File: config.mk
export PLATFORM = sky130hd
export DESIGN_NAME = pwm_duty_ramp
export DESIGN_NICKNAME = d
export VERILOG_FILES = /design/src/rtl/pwm_pkg.sv /design/src/rtl/sw_debounce.sv /design/src/rtl/pwm_duty_ramp.sv
export SDC_FILE = /design/constraint.sdc
export NUM_CORES = 1
export LEC_CHECK = 0
export ABC_AREA = 1
export CAP_MARGIN = 25
export CORE_MARGIN = 1
export CORE_UTILIZATION = 60
export CTS_CLUSTER_SIZE = 40
export DETAILED_ROUTE_END_ITERATION = 10
export GPL_TIMING_DRIVEN = 0
export PLACE_DENSITY = 0.81
export SLEW_MARGIN = 30
export SYNTH_ARGS = -nofsm -noshare
export SYNTH_HDL_FRONTEND = slang
export SYNTH_SLANG_ARGS = --single-unit
File: constraint.sdc
create_clock -name clk -period 6.2 [get_ports clk]
set_clock_uncertainty 0.15 [all_clocks]
set_input_delay 1.24 -clock clk [delete_from_list [all_inputs] [get_ports clk]]
set_output_delay 1.24 -clock clk [all_outputs]
set_load 0.05 [all_outputs]
File: src/rtl/pwm_pkg.sv
// Shared definitions for the PWM datapath: duty code type and counter widths.
package pwm_pkg;

  localparam int unsigned DUTY_W    = 4;
  localparam int unsigned PWM_CBITS = 13;

  typedef logic [DUTY_W-1:0] duty_t;

  // One code toward tgt; callers guarantee cur != tgt, so no wrap is possible.
  function automatic duty_t step_toward(duty_t cur, duty_t tgt);
    return (tgt > cur) ? duty_t'(cur + 1'b1) : duty_t'(cur - 1'b1);
  endfunction

endpackage

File: src/rtl/sw_debounce.sv
// Two-flop synchroniser plus whole-vector debouncer for the raw duty switches.
module sw_debounce #(
  parameter int unsigned W         = 4,
  parameter int unsigned DBNC_BITS = 4
) (
  input  logic         clk,
  input  logic         rst,
  input  logic [W-1:0] sw_raw_i,
  output logic [W-1:0] target_o,
  output logic [W-1:0] target_nxt_c,
  output logic         stable_o
);

  logic [W-1:0]         sync1_q, sync1_d;
  logic [W-1:0]         sync2_q, sync2_d;
  logic [W-1:0]         cand_q, cand_d;
  logic [DBNC_BITS-1:0] dcnt_q, dcnt_d;
  logic [W-1:0]         target_q, target_d;
  logic                 stable_q, stable_d;

  always_ff @(posedge clk) begin
    if (rst) begin
      sync1_q  <= '0;
      sync2_q  <= '0;
      cand_q   <= '0;
      dcnt_q   <= '0;
      target_q <= '0;
      stable_q <= 1'b0;
    end else begin
      sync1_q  <= sync1_d;
      sync2_q  <= sync2_d;
      cand_q   <= cand_d;
      dcnt_q   <= dcnt_d;
      target_q <= target_d;
      stable_q <= stable_d;
    end
  end

  // Any bit change restarts the count for the whole vector.
  always_comb begin
    sync1_d  = sw_raw_i;
    sync2_d  = sync1_q;
    cand_d   = cand_q;
    dcnt_d   = dcnt_q;
    target_d = target_q;
    stable_d = 1'b0;
    if (sync2_q != cand_q) begin
      cand_d = sync2_q;
      dcnt_d = '0;
    end else if (dcnt_q != '1) begin
      dcnt_d = DBNC_BITS'(dcnt_q + 1'b1);
    end else begin
      target_d = cand_q;
      stable_d = 1'b1;
    end
  end

  assign target_o     = target_q;
  assign target_nxt_c = target_d;
  assign stable_o     = stable_q;

endmodule

File: src/rtl/pwm_duty_ramp.sv
// Debounces the duty switches and slews the PWM duty code one step per ramp period.
module pwm_duty_ramp
  import pwm_pkg::*;
#(
  parameter int unsigned DBNC_BITS = 4,
  parameter int unsigned RAMP_BITS = 8
) (
  input  logic              clk,
  input  logic              rst,
  input  logic [DUTY_W-1:0] sw_raw,
  output logic [DUTY_W-1:0] duty,
  output logic              busy,
  output logic              step
);

  duty_t                target;
  duty_t                target_nxt;
  logic                 stable;

  duty_t                duty_q, duty_d;
  logic [RAMP_BITS-1:0] rcnt_q, rcnt_d;
  logic                 busy_q, busy_d;
  logic                 step_q, step_d;

  sw_debounce #(
    .W         (DUTY_W),
    .DBNC_BITS (DBNC_BITS)
  ) u_dbnc (
    .clk          (clk),
    .rst          (rst),
    .sw_raw_i     (sw_raw),
    .target_o     (target),
    .target_nxt_c (target_nxt),
    .stable_o     (stable)
  );

  always_ff @(posedge clk) begin
    if (rst) begin
      duty_q <= '0;
      rcnt_q <= '0;
      busy_q <= 1'b0;
      step_q <= 1'b0;
    end else begin
      duty_q <= duty_d;
      rcnt_q <= rcnt_d;
      busy_q <= busy_d;
      step_q <= step_d;
    end
  end

  // The prescaler keeps its phase across retargets; it only clears once duty has arrived.
  always_comb begin
    duty_d = duty_q;
    rcnt_d = rcnt_q;
    if (duty_q == target) begin
      rcnt_d = '0;
    end else begin
      rcnt_d = RAMP_BITS'(rcnt_q + 1'b1);
      if (rcnt_q == '1) begin
        duty_d = step_toward(duty_q, target);
      end
    end
    busy_d = (duty_d != target_nxt);
    step_d = (duty_d != duty_q);
  end

  assign duty = duty_q;
  assign busy = busy_q;
  assign step = step_q;

  a_duty_needs_step : assert property (@(posedge clk) disable iff (rst)
    (!$past(rst) && (duty != $past(duty))) |-> step)
    else $error("duty changed without step");

  a_duty_slew : assert property (@(posedge clk) disable iff (rst)
    !$past(rst) |-> (DUTY_W'(duty - $past(duty)) inside {4'd0, 4'd1, 4'd15}))
    else $error("duty moved by more than one code");

  a_busy_match : assert property (@(posedge clk) disable iff (rst)
    busy == (duty != target))
    else $error("busy inconsistent with duty/target");

  a_target_when_stable : assert property (@(posedge clk) disable iff (rst)
    (!$past(rst) && (target != $past(target))) |-> stable)
    else $error("target changed without stable input");

endmodule
Word-level counts from Yosys, hierarchy flattened

Index checks and enable logic that the tools add are counted.

$add $sub $neg: 4
Magnitude comparators: 1
Equal/unequal tests: 6
Muxes and demuxes: 5
Reductions and logical operators: 2

Operators with widths:

| operator                                         | count |
|---|---|
| two-way mux 4 bit                                | 5 |
| inequality test 4 bit                            | 3 |
| adder 4 x 1 -> 4 bit, second input constant      | 2 |
| adder 8 x 1 -> 8 bit, second input constant      | 1 |
| == test 8 bit, second input constant             | 1 |
| == test 4 bit                                    | 1 |
| greater-than comparator 4 bit                    | 1 |
| inequality test 4 bit, second input constant     | 1 |
| OR reduction 2 bit                               | 2 |
| subtractor 4 x 1 -> 4 bit, second input constant | 1 |

Flip-flop bits (word level): 34
Output and inout port bits: 6
Logic and storage cells: 27

Depth between registers and ports, before layout

Gate-level depths: netlist of run 1.

Depth after elaboration: 5
Depth in mapped cells: 21

Cells and area by module

Synthesis of run 1 repeated with hierarchy kept, for this count alone.

Cells, all modules: 253
Area total of the unflattened synthesis: 1,841.8 sq um

By module, submodules not included:

| module        | instances | cells each | area each (sq um) | sequential area each (sq um) |
|---|---|---|---|---|
| sw_debounce   | 1         | 125        | 952.2             | 420.4 |
| pwm_duty_ramp | 1         | 128        | 889.6             | 280.3 |

Least setup slack after synthesis of run 1

OpenSTA, ideal clock, no wires.

Kind: flip-flop to flip-flop
Start point: reg duty_q[1], in the netlist duty[1]
End point: reg busy_q, in the netlist busy
Setup time: 0.128 ns
Arrival: 2.477 ns
Data required time: 5.922 ns
Slack: 3.446 ns
Cell stages (with the launch flop): 21
Buffers on the path: 0
Clock period less this slack: 2.754 ns
Cells stage by stage: dfxtp_1 -> inv_1 -> ha_1 -> nand2_1 -> nand2_1 -> nand2_1 -> nand2_1 -> nand2_1 -> ha_1 -> nand2_1 -> nand2_1 -> nor2_1 -> inv_1 -> nand2_1 -> nand3_1 -> nand2_1 -> nand2_1 -> nand2_1 -> nand2_1 -> nor2_1 -> nor2_1

Cells in the longest elaborated chain, start to end: 5
Elaborated cells on any way between the ends: 8
Those cells by class: 2 x add/sub; 1 x order compare; 2 x eq/ne; 3 x mux

Ends and longest elaborated chain:

| element                                           | RTL line            | text |
|---|---|---|
| start, declared                                   | pwm_duty_ramp.sv:20 | `duty_t duty_q, duty_d;` |
| start signal, assigned                            | pwm_duty_ramp.sv:44 | `duty_q <= duty_d;` |
| subtractor 4 x 1 -> 4 bit (tied with other cells) | pwm_pkg.sv:11       | `return (tgt > cur) ? duty_t'(cur + 1'b1) : duty_t'(cur - 1'b1);` |
| two-way mux 4 bit                                 | pwm_pkg.sv:11       |  |
| two-way mux 4 bit                                 | pwm_duty_ramp.sv:59 | `if (rcnt_q == '1) begin` |
| two-way mux 4 bit *                               | pwm_duty_ramp.sv:55 | `if (duty_q == target) begin` |
| inequality test 4 bit *                           | pwm_duty_ramp.sv:63 | `busy_d = (duty_d != target_nxt);` |
| end signal, assigned                              | pwm_duty_ramp.sv:46 | `busy_q <= busy_d;` |
| end, declared                                     | pwm_duty_ramp.sv:22 | `logic busy_q, busy_d;` |

Every way passes the cells marked *; elsewhere a longest branch is shown, timed or not.
A chain may end at the register's enable or synchronous reset.

Worst setup path after layout of run 1

Start point: reg duty_q[2], in the netlist duty[2]
End point: out duty[2]

RTL lines:

| element       | RTL line            | text |
|---|---|---|
| end, declared | pwm_duty_ramp.sv:11 | `output logic [DUTY_W-1:0] duty,` |

No word-level cell between the ends.

==> impl_metrics.ini, run 1 <==
[layout]
most-common-layout-cells = nand2_1, nor2_1, dfxtp_1
num_antenna_cells = 0
area_delta_synth_final_pct = 12.69
final_common_cell = nand2_1
final_nets = 263
layout-drive-gt1-share = 0.1205

[power_and_ir_drop]
seqPwrFrac = 0.600
p_int_mw = 0.2850
pwr-share-clk = 0.348
p_per_area_mw_per_mm2 = 199.5
p_sw_frac = 0.2394
p_leak_nw = 0.8677
p_sw_mw = 0.08971
peakVddDrop_v = 0.0001759
p_comb_frac = 0.052

[worst_setup_path]
crit_type = reg2out
crit_chain = clkdlybuf4s50_1
path_max_fanout = 4
end_kind = output pin
slowest_delay_ps = 820
arrival_ps = 1550
crit_buf_inv = 1
cp-start-kind = register
worstPathRequired_ps = 4810
cpMaxStageDelayCell = clkdlybuf4s50_1
crit_family = buffers and inverters

[placement]
hpwl_mm = 2.199
port_buffers = 11
place.gp.congestion = 0.7890

[synthesis]
synth_area_leaders = dfxtp_1, nand2_1, nor2_1
avgSynthCellArea_um2 = 7.246
syn_area_mm2 = 0.001667
yosysWarnings = 0
synth-seq-cells = 34
synth_area_leader_cell = dfxtp_1
synthCells = 230
syn-num-nets = 245
ys_types = 24
yosysSeqAreaShare = 0.4084
synth_top_cell_area_share = 0.4084

[clocking]
cts_resized = 0
postCtsSetupRepairBufs = 0
cts_tree = built
clkLatencyLatePin_ps = 330
htreeDepth = 2
cts-buffers-inserted = 5
cts_buffer_depth = 2
clkTransAtPathRegs_ps = 110
cts_root_buf = clkbuf_4
hold_buffers = 0
cts_sinks = 34

[drt]
firstDrtPassIters = 4
wl_mm = 2.828
drt_iter0_drc = 11
drtAntennaViolNets = 0
avgRoutedWirePerCell_um = 10.14
route.detailed.drc = 0
vias = 1342
viasPerCell = 4.810

[die]
core_mm2 = 0.002545
die_area_mm2 = 0.002993
rows = 18
initial_core_util = 0.6549
ioPinCount = 12
die_w_um = 54.71
die_h_um = 54.71

[flow_run]
cap_violations = 0

[sta]
setup_viol = 0
tightestPinTransition_ps = 490.1
fmax_mhz = 340.1
min_period_over_period = 0.4742
report.final.hold_viol_count = 0
holdWs_ps = 244.7
relSlewSlack = 0.6723
rsz0062_at_grt = false
fin_tns_setup_ps = 0
slew_violations = 0
min_period_ps = 2940

[worst_hold_path]
hp-class = reg2reg

[global_route]
antenna_found_initial = 0
track_usage = 0.2354
grt_pass1_vias = 1248
grt_max_degree = 12
overflow = 0
grt_first_pass_wirelength_mm = 4.864

[outcome]
status = finished, final reports clean
final cells by class:
class | instances | area (µm²)
clock buffer | 6 | 51.30
clock inverter | 2 | 12.51
tap | 30 | 37.54
inverter | 40 | 150.1
buffer | 2 | 7.507
fill | 230 | 666.9
multi-input combinational | 154 | 828.3
timing repair buffer | 11 | 110.1
sequential | 34 | 680.7
power by group through the flow:
stage	clock network, mW	logic (mW)	registers [mW]
CTS	0.134	0.0198	0.225
global placement	0	0.0188	0.230
global route	0.144	0.0225	0.225
floorplan	0	0.0132	0.229
finish	0.130	0.0195	0.225
detailed placement	0	0.0197	0.230
cell usage after synthesis, drive strengths merged:
cell type  number
ha              8
or2             1
nor2           43
nor3            2
a21oi           8
nand3          14
dfxtp          34
nand2          63
clkbuf          2
xor2            2
inv            40
xnor2           3
o21ai           5
nand4           4
fa              1
routing by layer:
| layer | vias up | track usage | routed length [µm] |
|---|---|---|---|
| met5 | - | 0 | 0 |
| met4 | 0 | 0.1068 | 44 |
| met3 | 5 | 0.06389 | 61 |
| met2 | 13 | 0.4177 | 1373 |
| met1 | 584 | 0.2563 | 1348 |
| li1 | 740 | - | - |
metrics by stage:
step | setup WS (ps) | instance area, µm² | power [mW] | std cells | util
6_report | 3260 | 1878 | 0.3747 | 279 | 0.7380
5_1_grt | 3157 | 1878 | 0.3916 | 279 | 0.7380
4_1_cts | 3246 | 1878 | 0.3791 | 279 | 0.7380
3_5_place_dp | 3552 | 1814 | 0.2496 | 271 | 0.7129
3_3_place_gp | 3565 | 1814 | 0.2485 | 271 | 0.7129
2_1_floorplan | 3446 | 1667 | 0.2426 | 230 | -
cells by family after synthesis:
family	synth area share
XOR/XNOR	0.02628
AND/OR/NAND/NOR	0.3574
buffers and inverters	0.09460
adder cells (fa/ha/maj)	0.07207
AO/OA/AOI/OAI	0.04129
flip-flops	0.4084
worst min-delay path, delay by kind of cell, from the launching register on:
kind	cells	cell delay, ps
flip-flops	1	310
buffers and inverters	1	40
AND/OR/NAND/NOR	1	30
path summary, 6_finish.rpt:
path	start	end	slack [ps]	cells after the start
max reg2reg	duty[1]	busy	3530	20
max	duty[2]	duty[2]	3260	1
min	u_dbnc.sync1_q[1]	u_dbnc.sync2_q[1]	240	2
min reg2reg	u_dbnc.sync1_q[1]	u_dbnc.sync2_q[1]	240	2
flip-flops by register name (all words and copies together) (netlist names):
| register | flops |
|---|---|
| rcnt_q | 8 |
| duty | 4 |
| u_dbnc.cand_q | 4 |
| u_dbnc.dcnt_q | 4 |
| u_dbnc.sync1_q | 4 |
| u_dbnc.sync2_q | 4 |
| u_dbnc.target_o | 4 |
| busy | 1 |
| step | 1 |
(Power assumes the default switching activity.)
==> run 2: changes to the inputs <==
--- a/config.mk
+++ b/config.mk
@@ -8,11 +8,11 @@
 export ABC_AREA = 1
 export CAP_MARGIN = 25
 export CORE_MARGIN = 1
-export CORE_UTILIZATION = 60
+export CORE_UTILIZATION = 51
 export CTS_CLUSTER_SIZE = 40
 export DETAILED_ROUTE_END_ITERATION = 10
 export GPL_TIMING_DRIVEN = 0
-export PLACE_DENSITY = 0.81
+export PLACE_DENSITY = 0.74
 export SLEW_MARGIN = 30
 export SYNTH_ARGS = -nofsm -noshare
 export SYNTH_HDL_FRONTEND = slang
==> constraint.sdc (replaced) <==
create_clock -name clk -period 2.66 [get_ports clk]
set_clock_uncertainty 0.15 [all_clocks]
set_input_delay 0.532 -clock clk [delete_from_list [all_inputs] [get_ports clk]]
set_output_delay 0.532 -clock clk [all_outputs]
set_load 0.05 [all_outputs]
==> run 2 against run 1 <==
- non-clock buffer count is 4 higher
- sequential power increased by 130%
- register-to-register slack lost 3400 ps
- count of clock-buffer cells in the layout unchanged
- first-iteration DRC count rose to 4.5 times the previous value
- via count grew 3.1%
- critical endpoint is now busy
- utilization shrank 8.8 points
- critical path depth rose by 13
- largest cell class unchanged
- clock power up 130%
==> impl_metrics.ini, run 2 (synthesis gave the netlist of run 1 again) <==
[placement]
placed_cells = 285
place.gp.congestion = 0.8360
port_buffers = 11
hpwl_mm = 2.046

[worst_setup_path]
path_max_fanout = 4
cp-start-kind = register
r2r_start = duty[3]
crit_type = reg2reg
worstPathRequired_ps = 2720
startpoint = duty[3]
end_kind = register
arrival_ps = 2570

[die]
die_area_mm2 = 0.003501
die_h_um = 59.17
die_w_um = 59.17
ioPinCount = 12
core_mm2 = 0.003078
rows = 20
initial_core_util = 0.5415

[power_and_ir_drop]
pwr-share-clk = 0.345
p_sw_frac = 0.2345
peakVddDrop_v = 0.0003214
p_leak_nw = 0.8984
p_comb_frac = 0.052
total_power_mw = 0.8662
seqPwrFrac = 0.603
p_per_area_mw_per_mm2 = 432.7
p_int_mw = 0.6631
p_sw_mw = 0.2031

[layout]
most-common-layout-cells = nand2_1, nor2_1, inv_1, dfxtp_1, nand3_1
fillers = 278
final_cells = 297
largest_reg_flops = 8
final_common_cell = nand2_1
area_delta_synth_final_pct = 20.12
largest-register = rcnt_q
layout-drive-gt1-share = 0.1897
final_nets = 267
num_antenna_cells = 0

[sta]
min_period_ps = 2509
relSlewSlack = 0.6630
slew_violations = 0
tightestPinTransition_ps = 504.0
fmax_mhz = 398.6
min_period_over_period = 0.9430
setup_viol = 0
report.final.hold_viol_count = 0

[global_route]
grt_max_degree = 12
grt_pass1_vias = 1173
track_usage = 0.1792
overflow = 0
grt_first_pass_wirelength_mm = 4.574
antenna_found_initial = 0

[drt]
avgRoutedWirePerCell_um = 9.805
met3WireLength_um = 65
wl_met2_mm = 1.400
firstDrtPassIters = 4
drtAntennaViolNets = 0
wl_mm = 2.912
highest_layer = met4
route.detailed.drc = 0
vias = 1384
drt_iter0_drc = 50
viasPerCell = 4.660
wl_met1_mm = 1.367

[worst_hold_path]
hp-start = u_dbnc.sync1_q[1]
hp-class = reg2reg

[clocking]
cts-buffers-inserted = 5
cts_buffer_depth = 2
clkLatencyLatePin_ps = 330
clkTransAtPathRegs_ps = 100
htreeDepth = 2
cts_root_buf = clkbuf_4
cts_tree = built
cts_sinks = 34
hold_buffers = 0

[outcome]
status = finished, final reports clean

[flow_run]
cap_violations = 0
run 2: changes by cell type in the layout (fill, tap and decap cells not counted), moves of 2 or more:
| cell | delta |
|---|---|
| buf_4 | +4 |
| dfxtp_1 | -3 |
| dfxtp_2 | +2 |
| ha_1 | -4 |
| ha_4 | +4 |
| nand2_1 | -5 |
| nand2_2 | +4 |
run 2: worst paths after layout:
path                                          end  slack [ps]  depth (start not counted)
worst max-delay path                         busy         150                         14
worst min-delay path            u_dbnc.sync2_q[1]         250                          2
worst max register to register               busy         150                         14
worst min register to register  u_dbnc.sync2_q[1]         250                          2
run 2: per-stage QoR:
step / setup slack, ps / utilization / TNS, ps / hold WS (ps) / area, µm²
finish: 151.5 / 0.6504 / 0 / 253.6 / 2002
global route: -36.94 / 0.6504 / -36.94 / 279.6 / 2002
CTS: 64.44 / 0.6171 / 0 / 254.5 / 1899
detailed placement: 85.69 / 0.5963 / 0 / 243.4 / 1836
global placement: 115.4 / 0.5963 / 0 / 238.4 / 1836
floorplan: 117.8 / - / 0 / 238.3 / 1670
run 2: layout make-up:
class / instances / area (µm²) / area share
plain buffers: 2 / 7.507 / 0.003750
clock buffers: 6 / 51.30 / 0.02563
clock inverters: 2 / 12.51 / 0.006250
inverters: 40 / 150.1 / 0.07500
multi-input cells: 154 / 898.4 / 0.4488
flip-flops and latches: 34 / 686.9 / 0.3431
well taps: 44 / 55.05 / 0.02750
repair buffers: 15 / 140.1 / 0.07000
run 2: critical path, stage by stage, from the launching register on:
cell	delay, ps
dfxtp_2	360
inv_1	80
ha_4	290
nand4_1	200
nand2_4	170
inv_1	70
fa_1	380
xnor2_1	160
nand2_1	70
nand2_1	100
nand2_1	60
nand2_1	60
nand3_1	80
nor2_1	110
nor2_1	50
run 2: per-layer routing:
layer,vias up,global-route usage
met2,14,0.2890
met5,-,0
li1,751,-
met3,10,0.04585
met4,0,0.1088
met1,609,0.2140
run 2: repair_timing:
item,in CTS,in global routing
resized for setup,0,13
buffers inserted,0,4
setup endpoints to repair,0,1
run 2: power by group through the flow:
stage,Sequential (mW),Clock [mW],Combinational [mW]
4_1_cts,0.524,0.311,0.0454
3_3_place_gp,0.535,0,0.0441
6_report,0.523,0.299,0.0447
5_1_grt,0.524,0.337,0.0520
2_1_floorplan,0.535,0,0.0309
3_5_place_dp,0.536,0,0.0451
==> run 3: changes to the inputs <==
--- a/config.mk
+++ b/config.mk
@@ -9,9 +9,10 @@
 export CAP_MARGIN = 25
 export CORE_MARGIN = 1
 export CORE_UTILIZATION = 51
-export CTS_CLUSTER_SIZE = 40
+export CTS_CLUSTER_SIZE = 30
 export DETAILED_ROUTE_END_ITERATION = 10
 export GPL_TIMING_DRIVEN = 0
+export MAX_ROUTING_LAYER = met4
 export PLACE_DENSITY = 0.74
 export SLEW_MARGIN = 30
 export SYNTH_ARGS = -nofsm -noshare
==> run 3 against run 2 <==
- wire length is 0.24% higher
- utilization stayed put
- largest power group unchanged
- non-clock buffer count stayed put
- final area stayed put
- sequential share of layout area stayed put
- clock power hardly changed
- count of clock-buffer cells in the layout stayed put
- first-iteration DRC count is 24% higher
- setup slack worse by 18 ps
- critical path depth stayed put
==> impl_metrics.ini, run 3 (synthesis gave the netlist of run 1 again) <==
[power_and_ir_drop]
seqPwrFrac = 0.602
p_sw_mw = 0.2049
p_int_mw = 0.6631
p_leak_nw = 0.8984
p_sw_frac = 0.2361
p_comb_frac = 0.052
p_per_area_mw_per_mm2 = 433.6
pwr-share-clk = 0.346
peakVddDrop_v = 0.0003213
total_power_mw = 0.8680

[sta]
fin_tns_setup_ps = 0
slew_violations = 0
setup_viol = 0
min_period_ps = 2527
relSlewSlack = 0.6631
fmax_mhz = 395.7
worst_slack_ps = 133.1
min_period_over_period = 0.9499
report.final.hold_viol_count = 0
tightestPinTransition_ps = 503.8

[placement]
port_buffers = 11
hpwl_mm = 2.046
pre_cts_slack_ps = 85.69
place.gp.congestion = 0.8489

[worst_setup_path]
end_kind = register
ff2ff_path_depth = 14
worstPathRequired_ps = 2720
path_max_fanout = 4
cpMaxStageDelayCell = fa_1
cp-start-kind = register
crit_buf_inv = 2
r2r_start = duty[3]
worst-path-stages = 14
arrival_ps = 2590
crit_chain = inv_1 > ha_4 > nand4_1 > nand2_4 > inv_1 > fa_1 > xnor2_1 > nand2_1 > nand2_1 > nand2_1 > nand2_1 > nand3_1 > nor2_1 > nor2_1
cp_common_cell = nand2_1
r2r-end = busy
crit_family = simple AND/OR/NAND/NOR gates
slowest_delay_ps = 380
ff2ff_setup_slack_ps = 130
crit_type = reg2reg

[clocking]
cts-buffers-inserted = 5
cts_root_buf = clkbuf_4
hold_buffers = 0
clkTransAtPathRegs_ps = 100
cts_tree = built
htreeDepth = 2
clkLatencyLatePin_ps = 330
cts_sinks = 34
cts_buffer_depth = 2

[die]
ioPinCount = 12
rows = 20
core_mm2 = 0.003078
die_area_mm2 = 0.003501
die_h_um = 59.17
die_w_um = 59.17
initial_core_util = 0.5415

[flow_run]
cap_violations = 0

[global_route]
grt_max_degree = 12
antenna_found_initial = 0
overflow = 0
grt_first_pass_wirelength_mm = 4.574
track_usage = 0.1845
grt_pass1_vias = 1174

[layout]
final_common_cell = nand2_1
largest_reg_flops = 8
largest-register = rcnt_q
fillers = 278
layout-drive-gt1-share = 0.1897
most-common-layout-cells = nand2_1, nor2_1, inv_1, dfxtp_1, nand3_1
final_nets = 267
area_delta_synth_final_pct = 20.12
num_antenna_cells = 0

[drt]
drtAntennaViolNets = 0
avgRoutedWirePerCell_um = 9.828
route.detailed.drc = 0
wl_mm = 2.919
firstDrtPassIters = 4
vias = 1396
drt_iter0_drc = 62
viasPerCell = 4.700

[worst_hold_path]
min_to = u_dbnc.sync2_q[1]
hp-start = u_dbnc.sync1_q[1]
hold_depth = 2
hp-class = reg2reg

[outcome]
status = finished, final reports clean
-- run 3: worst min-delay path, delay by kind of cell (launching register included) --
kind                   cells  cell delay (ps)
flip-flops                 1              310
buffers and inverters      1               40
AND/OR/NAND/NOR            1               30
-- run 3: area by class of cell --
class	instances	area, µm²	area share
clock inverters	2	12.51	0.006250
plain buffers	2	7.507	0.003750
well taps	44	55.05	0.02750
inverters	40	150.1	0.07500
clock buffers	6	51.30	0.02563
multi-input cells	154	898.4	0.4488
repair buffers	15	140.1	0.07000
flip-flops and latches	34	686.9	0.3431
-- run 3: metal layers --
metal,part of all wire,vias up,GRT usage
li1,-,750,-
met1,0.46,615,0.2140
met2,0.48,21,0.2890
met3,0.028,10,0.04585
met4,0.028,0,0.1088
met5,0,-,-
-- run 3: worst max path at each step --
stage / startpoint / slack [ps] / to
after global routing: duty[3] / -40 / busy
after global placement: duty[3] / 120 / busy
after detailed placement: duty[1] / 90 / busy
after CTS: duty[1] / 60 / busy
final: duty[3] / 130 / busy
after floorplan: duty[1] / 120 / busy
-- run 3: power groups by stage --
stage | clock, mW | combinational [mW] | sequential, mW
3_3_place_gp | 0 | 0.0441 | 0.535
4_1_cts | 0.311 | 0.0454 | 0.524
2_1_floorplan | 0 | 0.0309 | 0.535
6_report | 0.301 | 0.0447 | 0.523
5_1_grt | 0.337 | 0.0520 | 0.524
3_5_place_dp | 0 | 0.0451 | 0.536
-- run 3: what timing repair did --
item	CTS	global route
setup buffers	0	4
hold endpoints to repair	0	0
endpoints found under the setup margin	0	1
gates resized for setup	0	13
-- run 3: stage by stage --
stage	hold WS (ps)	std cells	instance area, µm²	utilization
after CTS	254.5	293	1899	0.6171
final	253.5	297	2002	0.6504
after floorplan	238.3	230	1670	-
after global placement	238.4	285	1836	0.5963
after global routing	279.6	297	2002	0.6504
after detailed placement	243.4	285	1836	0.5963
==> RTL change: new RTL, config.mk and constraints of run 3 <==
`DBNC_BITS` is set to 4 in 2 places; all go to 3.
--- a/src/rtl/sw_debounce.sv
+++ b/src/rtl/sw_debounce.sv
@@ -1,7 +1,7 @@
 // Two-flop synchroniser plus whole-vector debouncer for the raw duty switches.
 module sw_debounce #(
   parameter int unsigned W         = 4,
-  parameter int unsigned DBNC_BITS = 4
+  parameter int unsigned DBNC_BITS = 3
 ) (
   input  logic         clk,
   input  logic         rst,
--- a/src/rtl/pwm_duty_ramp.sv
+++ b/src/rtl/pwm_duty_ramp.sv
@@ -2,7 +2,7 @@
 module pwm_duty_ramp
   import pwm_pkg::*;
 #(
-  parameter int unsigned DBNC_BITS = 4,
+  parameter int unsigned DBNC_BITS = 3,
   parameter int unsigned RAMP_BITS = 8
 ) (
   input  logic              clk,
Formal check against the unedited RTL: no difference found for any inputs over 10 cycles, from zero or initial values and one cycle with rst high; that may be too few to reach the edited logic, so the function may still have changed.
==> RTL change against run 3 <==
- sequential cell count is 1 lower
- power is 3.9% lower
- worst setup slack worse by 0.036 ns
- routed wire length is 5.7% higher
- sequential share of layout area is 1.5 points lower
- cell area is 2.9% higher
- area after synthesis is 1.4% lower
- count of clock-buffer cells in the layout is 1 higher
- critical path type unchanged
- largest power group unchanged
==> RTL change: results (changes against run 3) <==
- Run status: finished clean
- R2r setup slk: 0.1 ns (-0.04 ns)
- Netlist cell types: 27 (+13%)
- Standard cell with the maximum stage delay on the critical path: dfxtp_4
- Worst hold slack: 0.260 ns (+0.00613 ns)
- Share of the yosys chip area belonging to registers: 0.402 (-0.00628)
- Area contributors post-synth: dfxtp_1, nand2_1, inv_1, ha_1, nor2_1
- Fraction of layout instances using a drive strength above 1: 0.253 (+0.0633)
- Post-layout instance count excluding filler cells: 289 (-2.7%)
- Initial antenna violation count: 0 (unchanged)
- Overall Global Routing Usage: 0.208 (+0.0237)
- Met1 usage in global routing: 0.244 (+0.0302)
- Delay of the slowest critical-path stage: 0.37 ns
- DP Cell Count: 274 (-3.9%)
- Largest fanout on the critical path: 3 (-1)
- Routed vias: 1,330 (-4.7%)
- Initial drt markers: 30 (-52%)
- Detailed placement HPWL: 2.06 mm (+0.61%)
- Largest net degree at the start of global routing: 11 (-1)
- Worst-path clk slew: 0.10 ns (about the same)
- Synthesized netlist net count: 235 (-4.1%)
- Top cells by count, synth: nand2_1, dfxtp_1, inv_1
- Met3 Track Usage GR: 0.0571 (+0.0113)
- Routability congestion estimate from global placement: 0.834 (-1.8%)
- Overall routed net length: 3.09 mm (+5.7%)
- Number of instances in the synthesized netlist: 219 (-4.8%)
- Met2 usage in global routing: 0.331 (+0.0422)
- Arrival time at the worst endpoint: 2.65 ns (+0.06 ns)
- Number of levels in the clock H-tree: 2 (unchanged)
- Rel. slew slack: 0.665 (+0.00157)
- Wire length of the first global-routing pass: 5.18 mm (+13%)
- Register name with the most flops: rcnt_q
- Final net count: 261 (-2.2%)
- Leakage: 0.918 nW (+2.2%)
- Via count of the first global-routing pass: 1,264 (+7.7%)
- Max VDD drop: 0.337 mV (+4.8%)
RTL change: routing by layer:
| metal | routed length [um] | share of wire |
|---|---|---|
| met3 | 123 | 0.040 |
| met4 | 48 | 0.016 |
| met2 | 1510 | 0.49 |
| met5 | 0 | 0 |
| met1 | 1410 | 0.46 |
RTL change: kinds of logic (layout without fill, tap and decap cells):
| logic type | after synthesis | in the layout | synth area share |
|---|---|---|---|
| flip-flops | 33 | 33 | 0.402 |
| adder cells (fa/ha/maj) | 10 | 10 | 0.0807 |
| buffers and inverters | 40 | 66 | 0.0944 |
| AO/OA/AOI/OAI | 17 | 17 | 0.0556 |
| AND/OR/NAND/NOR | 113 | 113 | 0.335 |
| XOR/XNOR | 6 | 6 | 0.0320 |
RTL change: per-stage QoR:
stage	utilization	TNS (ns)	area [um^2]	setup WS [ns]
after floorplan	-	0	1650	0.0167
after detailed placement	0.595	-0.0744	1820	-0.0744
after CTS	0.625	0	1910	0.00243
after global routing	0.675	-0.0628	2060	-0.0628
after global placement	0.595	-0.0349	1820	-0.0349
final	0.675	0	2060	0.0966
RTL change: cell type report:
class,instances,area (um^2)
Fill cell,274,992
Multi-Input combinational cell,146,943
Sequential cell,33,677
Timing Repair Buffer,19,170
Inverter,38,153
Clock buffer,7,55.1
Tap cell,44,55.1
Buffer,2,7.51
RTL change: power breakdown:
group	internal, mW	switching [mW]	total (mW)
sequential	0.500	0.00473	0.505
clock	0.125	0.160	0.285
combinational	0.0182	0.0255	0.0437
total	0.643	0.190	0.834
RTL change: worst min-delay path: cells and delay by family (launching register included):
family,cells,cell delay (ns)
buffers and inverters,1,0.04
AND/OR/NAND/NOR,1,0.03
flip-flops,1,0.31
RTL change: final timing paths:
kind,start,end,cells past startpoint
max,duty[1],busy,19
min,u_dbnc.sync1_q[0],u_dbnc.sync2_q[0],2
max reg2reg,duty[1],busy,19
min reg2reg,u_dbnc.sync1_q[0],u_dbnc.sync2_q[0],2
RTL change: timing repair:
action                                 CTS  global route
setup buffers                            4             4
setup endpoints to repair                1             2
endpoints found under the hold margin    0             0
pin swaps                                7            17
resized for setup                        3            29
hold buffers                             0             0
